--- config.mk ---
export PLATFORM = sky130hd
export DESIGN_NAME = ball_engine
export DESIGN_NICKNAME = d
export VERILOG_FILES = /design/src/rtl/ball_engine_pkg.sv /design/src/rtl/ball_engine_lfsr.sv /design/src/rtl/ball_engine.sv
export SDC_FILE = /design/constraint.sdc
export NUM_CORES = 1
export LEC_CHECK = 0
export ABC_AREA = 1
export ABC_CLOCK_PERIOD_IN_PS = 7400
export BUFFER_PORTS_ARGS = -buffer_cell sky130_fd_sc_hd__buf_4
export CORE_ASPECT_RATIO = 1.1
export CORE_MARGIN = 10
export CORE_UTILIZATION = 45
export CTS_BUF_LIST = sky130_fd_sc_hd__clkbuf_8
export DETAILED_ROUTE_END_ITERATION = 7
export PLACE_DENSITY_LB_ADDON = 0.08
export SYNTH_ARGS = -nofsm -noshare
export SYNTH_HDL_FRONTEND = slang
export SYNTH_HIERARCHICAL = 1
export SYNTH_SLANG_ARGS = --single-unit
--- constraint.sdc ---
create_clock -name in_clock -period 7.4 [get_ports in_clock]
set_input_delay 2.22 -clock in_clock [delete_from_list [all_inputs] [get_ports in_clock]]
set_output_delay 2.22 -clock in_clock [all_outputs]
set_load 0.02 [all_outputs]
--- src/rtl/ball_engine_pkg.sv ---
// Shared definitions for the pong ball engine: FSM state encoding and direction codes.
package ball_engine_pkg;

    typedef enum logic [2:0] {
        ST_IDLE  = 3'd0,
        ST_SERVE = 3'd1,
        ST_PLAY  = 3'd2,
        ST_POINT = 3'd3,
        ST_OVER  = 3'd4
    } state_e;

    localparam logic DIR_LEFT  = 1'b0;
    localparam logic DIR_RIGHT = 1'b1;
    localparam logic DIR_UP    = 1'b0;
    localparam logic DIR_DOWN  = 1'b1;

endpackage

--- src/rtl/ball_engine_lfsr.sv ---
// Free-running Fibonacci LFSR; bit 0 picks the vertical direction of each serve.
module ball_engine_lfsr #(
    parameter int NUM_BITS = 4
) (
    input  logic in_clock,
    input  logic in_reset,
    output logic out_bit
);

    logic [NUM_BITS-1:0] lfsr_q;
    logic [NUM_BITS-1:0] lfsr_d;

    // Taps on the two top bits give a maximal-length sequence for 4 bits.
    assign lfsr_d  = {lfsr_q[NUM_BITS-2:0], lfsr_q[NUM_BITS-1] ^ lfsr_q[NUM_BITS-2]};
    assign out_bit = lfsr_q[0];

    always_ff @(posedge in_clock) begin
        if (in_reset) begin
            lfsr_q <= NUM_BITS'(1);
        end else begin
            lfsr_q <= lfsr_d;
        end
    end

endmodule

--- src/rtl/ball_engine.sv ---
// Pong ball engine: serve countdown, paddle/wall collisions, scoring and game-over FSM.
module ball_engine
    import ball_engine_pkg::*;
#(
    parameter int COORD_W     = 12,
    parameter int H_SIZE      = 10,
    parameter int V_SIZE      = 10,
    parameter int IX          = 320,
    parameter int IY          = 240,
    parameter int BAR_WIDTH   = 20,
    parameter int BAR_LENGTH  = 180,
    parameter int D_WIDTH     = 639,
    parameter int D_HEIGHT    = 470,
    parameter int TOP_MARGIN  = 5,
    parameter int SPEED_INIT  = 2,
    parameter int SPEED_MAX   = 6,
    parameter int SERVE_TICKS = 60,
    parameter int SCORE_W     = 4,
    parameter int WIN_SCORE   = 5
) (
    input  logic               in_clock,
    input  logic               in_reset,
    input  logic               in_ani_stb,
    input  logic               in_animate,
    input  logic               in_start,
    input  logic [COORD_W-1:0] in_leftbar_top,
    input  logic [COORD_W-1:0] in_rightbar_top,
    output logic [COORD_W-1:0] out_x1,
    output logic [COORD_W-1:0] out_x2,
    output logic [COORD_W-1:0] out_y1,
    output logic [COORD_W-1:0] out_y2,
    output logic [SCORE_W-1:0] out_left_score,
    output logic [SCORE_W-1:0] out_right_score,
    output logic               out_left_point,
    output logic               out_right_point,
    output logic [3:0]         out_speed,
    output logic [2:0]         out_state,
    output logic               out_game_over
);

    // Paddle sums are formed two bits wider so bar_top + length never wraps.
    localparam int WIDE  = COORD_W + 2;
    localparam int CNT_W = (SERVE_TICKS < 2) ? 1 : $clog2(SERVE_TICKS + 1);

    localparam logic [COORD_W-1:0] IX_C     = COORD_W'(IX);
    localparam logic [COORD_W-1:0] IY_C     = COORD_W'(IY);
    localparam logic [COORD_W-1:0] H_C      = COORD_W'(H_SIZE);
    localparam logic [COORD_W-1:0] V_C      = COORD_W'(V_SIZE);
    localparam logic [COORD_W-1:0] LLIM_C   = COORD_W'(BAR_WIDTH);
    localparam logic [COORD_W-1:0] RLIM_C   = COORD_W'(D_WIDTH - BAR_WIDTH);
    localparam logic [COORD_W-1:0] BOT_C    = COORD_W'(D_HEIGHT);
    localparam logic [COORD_W-1:0] TOP_C    = COORD_W'(TOP_MARGIN);
    localparam logic [WIDE-1:0]    LEN_W    = WIDE'(BAR_LENGTH);
    localparam logic [WIDE-1:0]    ZONE1_W  = WIDE'(BAR_LENGTH / 3);
    localparam logic [WIDE-1:0]    ZONE2_W  = WIDE'(2 * BAR_LENGTH / 3);
    localparam logic [3:0]         SPD0_C   = 4'(SPEED_INIT);
    localparam logic [3:0]         SPDMAX_C = 4'(SPEED_MAX);
    localparam logic [CNT_W-1:0]   CNT0_C   = CNT_W'(SERVE_TICKS);
    localparam logic [SCORE_W-1:0] WIN_C    = SCORE_W'(WIN_SCORE);
    localparam logic [SCORE_W-1:0] SMAX_C   = '1;

    state_e             state_q;
    logic [COORD_W-1:0] x_q, y_q;
    logic               x_dir_q, y_dir_q, y_move_q;
    logic [3:0]         speed_q;
    logic [CNT_W-1:0]   cnt_q;
    logic [SCORE_W-1:0] left_score_q, right_score_q;
    logic               left_point_q, right_point_q;
    logic               point_right_q;

    logic               tick;
    logic               lfsr_bit;
    logic               chk_left, chk_right, on_bar, hit, miss;
    logic [WIDE-1:0]    bar_top_w, y_w;
    logic               x_dir_d, y_dir_d, y_move_d;
    logic [3:0]         speed_d;
    logic [COORD_W-1:0] step_w, x_d, y_d;
    logic [SCORE_W-1:0] score_sel, score_d;
    logic               won;

    ball_engine_lfsr #(
        .NUM_BITS (4)
    ) u_lfsr (
        .in_clock (in_clock),
        .in_reset (in_reset),
        .out_bit  (lfsr_bit)
    );

    assign tick   = in_ani_stb & in_animate;
    assign out_x1 = x_q - H_C;
    assign out_x2 = x_q + H_C;
    assign out_y1 = y_q - V_C;
    assign out_y2 = y_q + V_C;

    always_comb begin
        chk_left  = (x_dir_q == DIR_LEFT)  && (out_x1 <= LLIM_C);
        chk_right = (x_dir_q == DIR_RIGHT) && (out_x2 >= RLIM_C);
        bar_top_w = chk_left ? WIDE'(in_leftbar_top) : WIDE'(in_rightbar_top);
        y_w       = WIDE'(y_q);
        on_bar    = (WIDE'(out_y2) >= bar_top_w) && (WIDE'(out_y1) <= bar_top_w + LEN_W);
        hit       = (chk_left | chk_right) & on_bar;
        miss      = (chk_left | chk_right) & ~on_bar;

        x_dir_d  = x_dir_q;
        y_dir_d  = y_dir_q;
        y_move_d = y_move_q;
        speed_d  = speed_q;

        if (y_move_q) begin
            if (y_dir_q == DIR_UP && out_y1 <= TOP_C) begin
                y_dir_d = DIR_DOWN;
            end else if (y_dir_q == DIR_DOWN && out_y2 >= BOT_C) begin
                y_dir_d = DIR_UP;
            end
        end

        // The paddle zone is applied after the wall so it wins on y direction.
        if (hit) begin
            x_dir_d = ~x_dir_q;
            speed_d = (speed_q >= SPDMAX_C) ? SPDMAX_C : speed_q + 4'd1;
            if (y_w < bar_top_w + ZONE1_W) begin
                y_dir_d  = DIR_UP;
                y_move_d = 1'b1;
            end else if (y_w > bar_top_w + ZONE2_W) begin
                y_dir_d  = DIR_DOWN;
                y_move_d = 1'b1;
            end else begin
                y_move_d = 1'b0;
            end
        end

        step_w = {{(COORD_W-4){1'b0}}, speed_d};
        x_d    = (x_dir_d == DIR_RIGHT) ? x_q + step_w : x_q - step_w;
        if (!y_move_d) begin
            y_d = y_q;
        end else begin
            y_d = (y_dir_d == DIR_DOWN) ? y_q + step_w : y_q - step_w;
        end

        score_sel = point_right_q ? right_score_q : left_score_q;
        score_d   = (score_sel == SMAX_C) ? score_sel : score_sel + 1'b1;
        won       = (score_d >= WIN_C);
    end

    always_ff @(posedge in_clock) begin
        if (in_reset) begin
            state_q       <= ST_IDLE;
            x_q           <= IX_C;
            y_q           <= IY_C;
            x_dir_q       <= DIR_RIGHT;
            y_dir_q       <= DIR_DOWN;
            y_move_q      <= 1'b1;
            speed_q       <= SPD0_C;
            cnt_q         <= '0;
            left_score_q  <= '0;
            right_score_q <= '0;
            left_point_q  <= 1'b0;
            right_point_q <= 1'b0;
            point_right_q <= 1'b0;
        end else begin
            left_point_q  <= 1'b0;
            right_point_q <= 1'b0;
            case (state_q)
                ST_IDLE: begin
                    x_q <= IX_C;
                    y_q <= IY_C;
                    if (in_start) begin
                        cnt_q   <= CNT0_C;
                        speed_q <= SPD0_C;
                        state_q <= ST_SERVE;
                    end
                end
                ST_SERVE: begin
                    if (tick) begin
                        cnt_q <= cnt_q - 1'b1;
                        if (cnt_q <= CNT_W'(1)) begin
                            state_q <= ST_PLAY;
                        end
                    end
                end
                ST_PLAY: begin
                    if (tick) begin
                        if (miss) begin
                            point_right_q <= (x_dir_q == DIR_LEFT);
                            state_q       <= ST_POINT;
                        end else begin
                            x_q      <= x_d;
                            y_q      <= y_d;
                            x_dir_q  <= x_dir_d;
                            y_dir_q  <= y_dir_d;
                            y_move_q <= y_move_d;
                            speed_q  <= speed_d;
                        end
                    end
                end
                ST_POINT: begin
                    // Score and pulse land on exit, so a reset here leaves no trace.
                    if (point_right_q) begin
                        right_score_q <= score_d;
                        right_point_q <= 1'b1;
                    end else begin
                        left_score_q <= score_d;
                        left_point_q <= 1'b1;
                    end
                    x_q <= IX_C;
                    y_q <= IY_C;
                    if (won) begin
                        state_q <= ST_OVER;
                    end else begin
                        cnt_q    <= CNT0_C;
                        speed_q  <= SPD0_C;
                        x_dir_q  <= point_right_q ? DIR_LEFT : DIR_RIGHT;
                        y_dir_q  <= lfsr_bit;
                        y_move_q <= 1'b1;
                        state_q  <= ST_SERVE;
                    end
                end
                ST_OVER: begin
                    x_q <= IX_C;
                    y_q <= IY_C;
                    if (in_start) begin
                        left_score_q  <= '0;
                        right_score_q <= '0;
                        cnt_q         <= CNT0_C;
                        speed_q       <= SPD0_C;
                        state_q       <= ST_SERVE;
                    end
                end
                default: state_q <= ST_IDLE;
            endcase
        end
    end

    assign out_left_score  = left_score_q;
    assign out_right_score = right_score_q;
    assign out_left_point  = left_point_q;
    assign out_right_point = right_point_q;
    assign out_speed       = speed_q;
    assign out_state       = state_q;
    assign out_game_over   = (state_q == ST_OVER);

endmodule

Word level (Yosys, flattened, before mapping)
Cells that the tools add are included.
- $add $sub $neg: 14
- multipliers: 0
- divide/modulo/power cells: 0
- order comparisons: 11
- eq/ne operators: 16
- shift operators: 0
- mux-type cells: 59
- bitwise operators: 9
- reduce and logical (&&, ||, !) cells: 23
- operator list (kind ; number):
    12-bit two-way mux ; 8
    12-bit one-hot mux with 2 select lines ; 2
    4-bit two-way mux ; 11
    12-bit by 4-bit adder with 12-bit output ; 2
    12-bit by 4-bit adder with 12-bit output, second input constant ; 2
    12-bit by 4-bit subtractor with 12-bit output ; 2
    12-bit by 4-bit subtractor with 12-bit output, second input constant ; 2
    1-bit two-way mux ; 21
    2-bit != test, second input constant ; 10
    3-bit two-way mux ; 6
    6-bit two-way mux ; 3
    6-bit one-hot mux with 3 select lines ; 1
    4-bit one-hot mux with 2 select lines ; 2
    12-bit by 6-bit adder with 13-bit output, second input constant ; 1
    12-bit by 7-bit adder with 13-bit output, second input constant ; 1
    12-bit by 8-bit adder with 13-bit output, second input constant ; 1
    12-bit by 13-bit greater-than comparator with 1-bit output ; 1
    12-bit by 13-bit <= comparator with 1-bit output ; 1
    12-bit by 13-bit < comparator with 1-bit output ; 1
    12-bit by 10-bit greater-or-equal comparator with 1-bit output, second input constant ; 1
    12-bit greater-or-equal comparator ; 1
    12-bit by 9-bit greater-or-equal comparator with 1-bit output, second input constant ; 1
    12-bit by 3-bit <= comparator with 1-bit output, second input constant ; 1
    12-bit by 5-bit <= comparator with 1-bit output, second input constant ; 1
    25 further kinds ; 49
- bits in registers: 55
- bits in latches: 0
- RAM bits: 0
- memory bits (read-only): 0
- input bits: 29
- output and inout bits: 66
- memories kept: 0

Longest topological paths before layout
- depth in word-level cells: 15
- mapped depth: 60
- mapped depth without buffers: 59

Modules after synthesis
Netlist, hierarchy kept.
- modules (own cells, without submodules) (module ; instances ; cells each ; area an instance (um^2)):
    ball_engine ; 1 ; 965 ; 6258.5
    ball_engine_lfsr ; 1 ; 15 ; 122.6

Least setup slack after synthesis
OpenSTA, ideal clock, no wires.
- kind: in2reg
- start: input port in_rightbar_top[2]
- end: register y_q[10]
- arrival time: 7144 ps
- data required time: 7268 ps
- path slack: 124 ps
- stages on the path: 46
- path through: or2_2 o21ai_0 inv_1 ha_1 inv_1 nand3_2 nand2_1 nand2_1 nand2_1 nand2_1 ha_1 nand2_1 o21ba_2 nand3_1 nand2_1 nand2_1 a21oi_1 nor2_1 (+10 left out) ha_1 a21oi_1 inv_1 nor2_1 o21ai_0 a21oi_1 inv_1 nand2_1 inv_1 o21a_1 nor2_1 nor2_1 o21ai_0 nand2_1 xnor2_1 nor2_1 nand2_1 a21oi_1
- cells in the longest elaborated chain, start to end: 12
- elaborated cells between the ends (all ways): 29
- ends and longest elaborated chain (item ; RTL line ; text):
    start: declaration ; ball_engine.sv:27 ; input logic [COORD_W-1:0] in_rightbar_top,
    12-bit two-way mux * ; ball_engine.sv:98 ; bar_top_w = chk_left ? WIDE'(in_leftbar_top) : WIDE'(in_rightbar_top);
    12-bit by 8-bit adder with 13-bit output ; ball_engine.sv:100 ; on_bar = (WIDE'(out_y2) >= bar_top_w) && (WIDE'(out_y1) <= bar_top_w + LEN_W);
    12-bit by 13-bit <= comparator with 1-bit output ; ball_engine.sv:100 ;
    1-bit logical AND ; ball_engine.sv:100 ;
    1-bit bitwise AND ; ball_engine.sv:101 ; hit = (chk_left | chk_right) & on_bar;
    4-bit two-way mux ; ball_engine.sv:118 ; if (hit) begin
    12-bit by 4-bit subtractor with 12-bit output or 12-bit by 4-bit adder with 12-bit output (tied branches) ; ball_engine.sv:137 ; y_d = (y_dir_d == DIR_DOWN) ? y_q + step_w : y_q - step_w;
    12-bit two-way mux ; ball_engine.sv:137 ;
    12-bit two-way mux ; ball_engine.sv:134 ; if (!y_move_d) begin
    12-bit two-way mux ; ball_engine.sv:183 ; if (miss) begin
    12-bit two-way mux ; ball_engine.sv:182 ; if (tick) begin
    12-bit one-hot mux with 2 select lines ; ball_engine.sv:163 ; case (state_q)
    end signal: assignment ; ball_engine.sv:188 ; y_q <= y_d;
    end: declaration ; ball_engine.sv:63 ; logic [COORD_W-1:0] x_q, y_q;
Every way passes the cells marked *; elsewhere a longest branch is shown, timed or not. The select of a mux whose other input is x is not followed.
A chain may end at the register's enable or synchronous reset.

Worst setup path after layout
Same ends and word-level chain as after synthesis.

==> results.ini <==
[die]
core_area_mm2 = 0.0139
rows = 45
ios = 95
die_width_um = 134
die_h_um = 145
initial_core_util_pct = 46.1
die-area_mm2 = 0.0193

[pwr]
p_leak_nw = 4.04
ir_drop_v = 0.000248
power_w = 0.00358
p_per_area_mw_per_mm2 = 457

[critical_path]
slowest_stage = ha_1
endpoint_kind = flop
r2r_cells = 54
cp.depth = 46
setup.worst_path.start_class = input pin
path_delay_family = simple AND/OR/NAND/NOR gates
crit_required_ps = 7660
cp_num_buf_inv = 8
worstPathArrival_ps = 7330
worstSetupPathType = input pin to flop
slowest_delay_ps = 290
critical-path-top-cell-by-count = nand2_2
crit_fanout = 7

[synth]
synth_common_cells = nand2_1, inv_1, nor2_1
synth_cell_types = 49
syn-mean-instance-area_um2 = 6.51
yosysSeqAreaShare_pct = 17.3
synth-async-reset-ratio_pct = 0
ys_warn_count = 6
syn-num-nets = 1096
synthCells = 980
yosysMostFrequentCell = nand2_1
synth-edff-count = 0
synthesis.area_mm2 = 0.00638
ys.flop_type = dfxtp_1
synth_top_area_share_pct = 17.3
synth-seq-cells = 55
synthTopCellsByArea = dfxtp_1, ha_1, nand2_1
synth_area_leader_cell = dfxtp_1

[routing]
drt_iter0_drc = 299
vias = 6495
ant_nets = 0
viasPerCell = 5.02
drt-total-wl_mm = 17.9
firstDrtPassIters = 5
wl_per_cell_um = 13.9
drc = 0

[clock_tree]
root_buffer = clkbuf_8
cts_max_path_buffers = 2
clock_latency_ps = 320
cts-buffers-inserted = 5
clk_pin_slew_ps = 110
cts_tree = yes
cts.sink_count = 55
cts_max_level = 2

[cells_and_area]
fin_nets = 1220
seq_area_mm2 = 0.00110
diodes = 0
layout-drive-gt1-share_pct = 22.5
fillers = 1444
areaGrowthSynthToFinish_pct = 22.7
multi_input_area_mm2 = 0.00477

[timing]
final_max_slew_viol_count = 0
worstMarginPinSlew_ps = 970
finalHoldViolations = 0
fin_tns_setup_ps = 0
fin_crit_ps = 7070
layout_worst_path_cycle_share_pct = 95.5
fmax_ghz = 0.142
relSlewSlack_pct = 35.3
skew_ps = 9.92
final-setup-viol-count = 0

[run_status]
outcome = complete, no violations

[global_route]
antenna_found_initial = 0
grt_first_pass_wirelength_mm = 28.6
grt_overflow_total = 0
grtUsageTotal_pct = 17.7
grt_max_degree = 31
grt_pass1_vias = 5900

[run]
max_cap_viol_count = 0

[placement]
io_buffers = 94
hpwlAfterDp_mm = 14.5
globalplace.congestion = 0.938

[hold_path]
min_delay_path_depth = 2
hold_class = flop to flop

==> final cells by class <==
cell class                 instances  area share, %
clock buffer                       5          0.879
clock inverter                     3          0.272
inverter                         154           7.38
multi-input combinational        748           61.0
sequential                        55           14.1
tap                              188           3.00
timing repair buffer             140           13.4
==> state kept, by name, summed over array words and instances, names as in the netlist <==
signal and cells:
cnt_q 6, out_left_point 1, out_left_score 4, out_right_point 1, out_right_score 4, out_speed 4, out_state 3, point_right_q 1
u_lfsr/lfsr_q 4, x_dir_q 1, x_q 12, y_dir_q 1, y_move_q 1, y_q 12
==> what timing repair did <==
action,4_1_cts,5_1_grt
setup endpoints to repair,0,10
hold endpoints to repair,0,0
setup buffers,0,5
hold buffers,0,0
gates resized for setup,0,60
==> cells in the final DEF (no fill, tap or decap), types with 4 or more instances in the layout <==
cell / instances
a21oi_1: 72
inv_1: 132
o21ai_0: 53
a21oi_2: 9
xor2_1: 50
nor4_1: 6
clkbuf_8: 5
o211ai_1: 8
nand2_2: 18
buf_4: 140
dfxtp_1: 55
inv_2: 20
ha_4: 4
nand3b_1: 5
nor3_1: 19
nor2_1: 84
xnor2_1: 8
nand4_1: 16
o21ai_2: 10
nor2_2: 9
o21ai_1: 14
nand2_1: 182
nand3_1: 48
ha_1: 80
or2_2: 8
==> worst min-delay path, stage by stage, from the launching register on <==
cell,delay [ps]
dfxtp_1,310
inv_1,40
nor2_1,30
==> metrics by stage <==
stage	area [µm²]	worst slack, ps	std cells	hold WS (ps)	util, %
after floorplan	6380	124	980	388	-
after global placement	7490	-61.9	1280	391	54.1
after detailed placement	7490	-298	1280	396	54.1
after CTS	7580	15.5	1288	414	54.8
after global routing	7830	-31.7	1293	434	56.5
final	7830	334	1293	411	56.5
==> path summary, 6_finish.rpt <==
check	slack, ps	from	end
worst max register to register	680	x_q[1]	y_q[10]
worst max-delay path	330	in_rightbar_top[2]	y_q[10]
worst min register to register	410	u_lfsr/lfsr_q[1]	u_lfsr/lfsr_q[2]
worst min-delay path	410	u_lfsr/lfsr_q[1]	u_lfsr/lfsr_q[2]
==> cells by family after synthesis <==
family	Yosys count	synth area share, %
and+or+nand+nor	413	29.6
DFF	55	17.3
muxes	1	0.157
buffers and inverters	177	11.2
xor gates and xnor gates	60	8.24
AOI/OAI and AO/OA	187	16.2
adders and majority gates	87	17.3
==> layer usage <==
metal	routed length [µm]	track usage, %	vias up
li1	-	-	3457
met1	8230	21.6	2913
met2	8840	32.2	106
met3	523	2.24	19
met4	329	4.30	0
met5	0	0	-
==> where the power goes <==
part | switching, W | internal [W] | total [W]
combinational | 0.00168 | 0.00119 | 0.00287
clock | 0.000108 | 0.0000671 | 0.000175
sequential | 0.000146 | 0.000384 | 0.000530
total | 0.00194 | 0.00164 | 0.00358
Power figures use the tool's default switching activity.
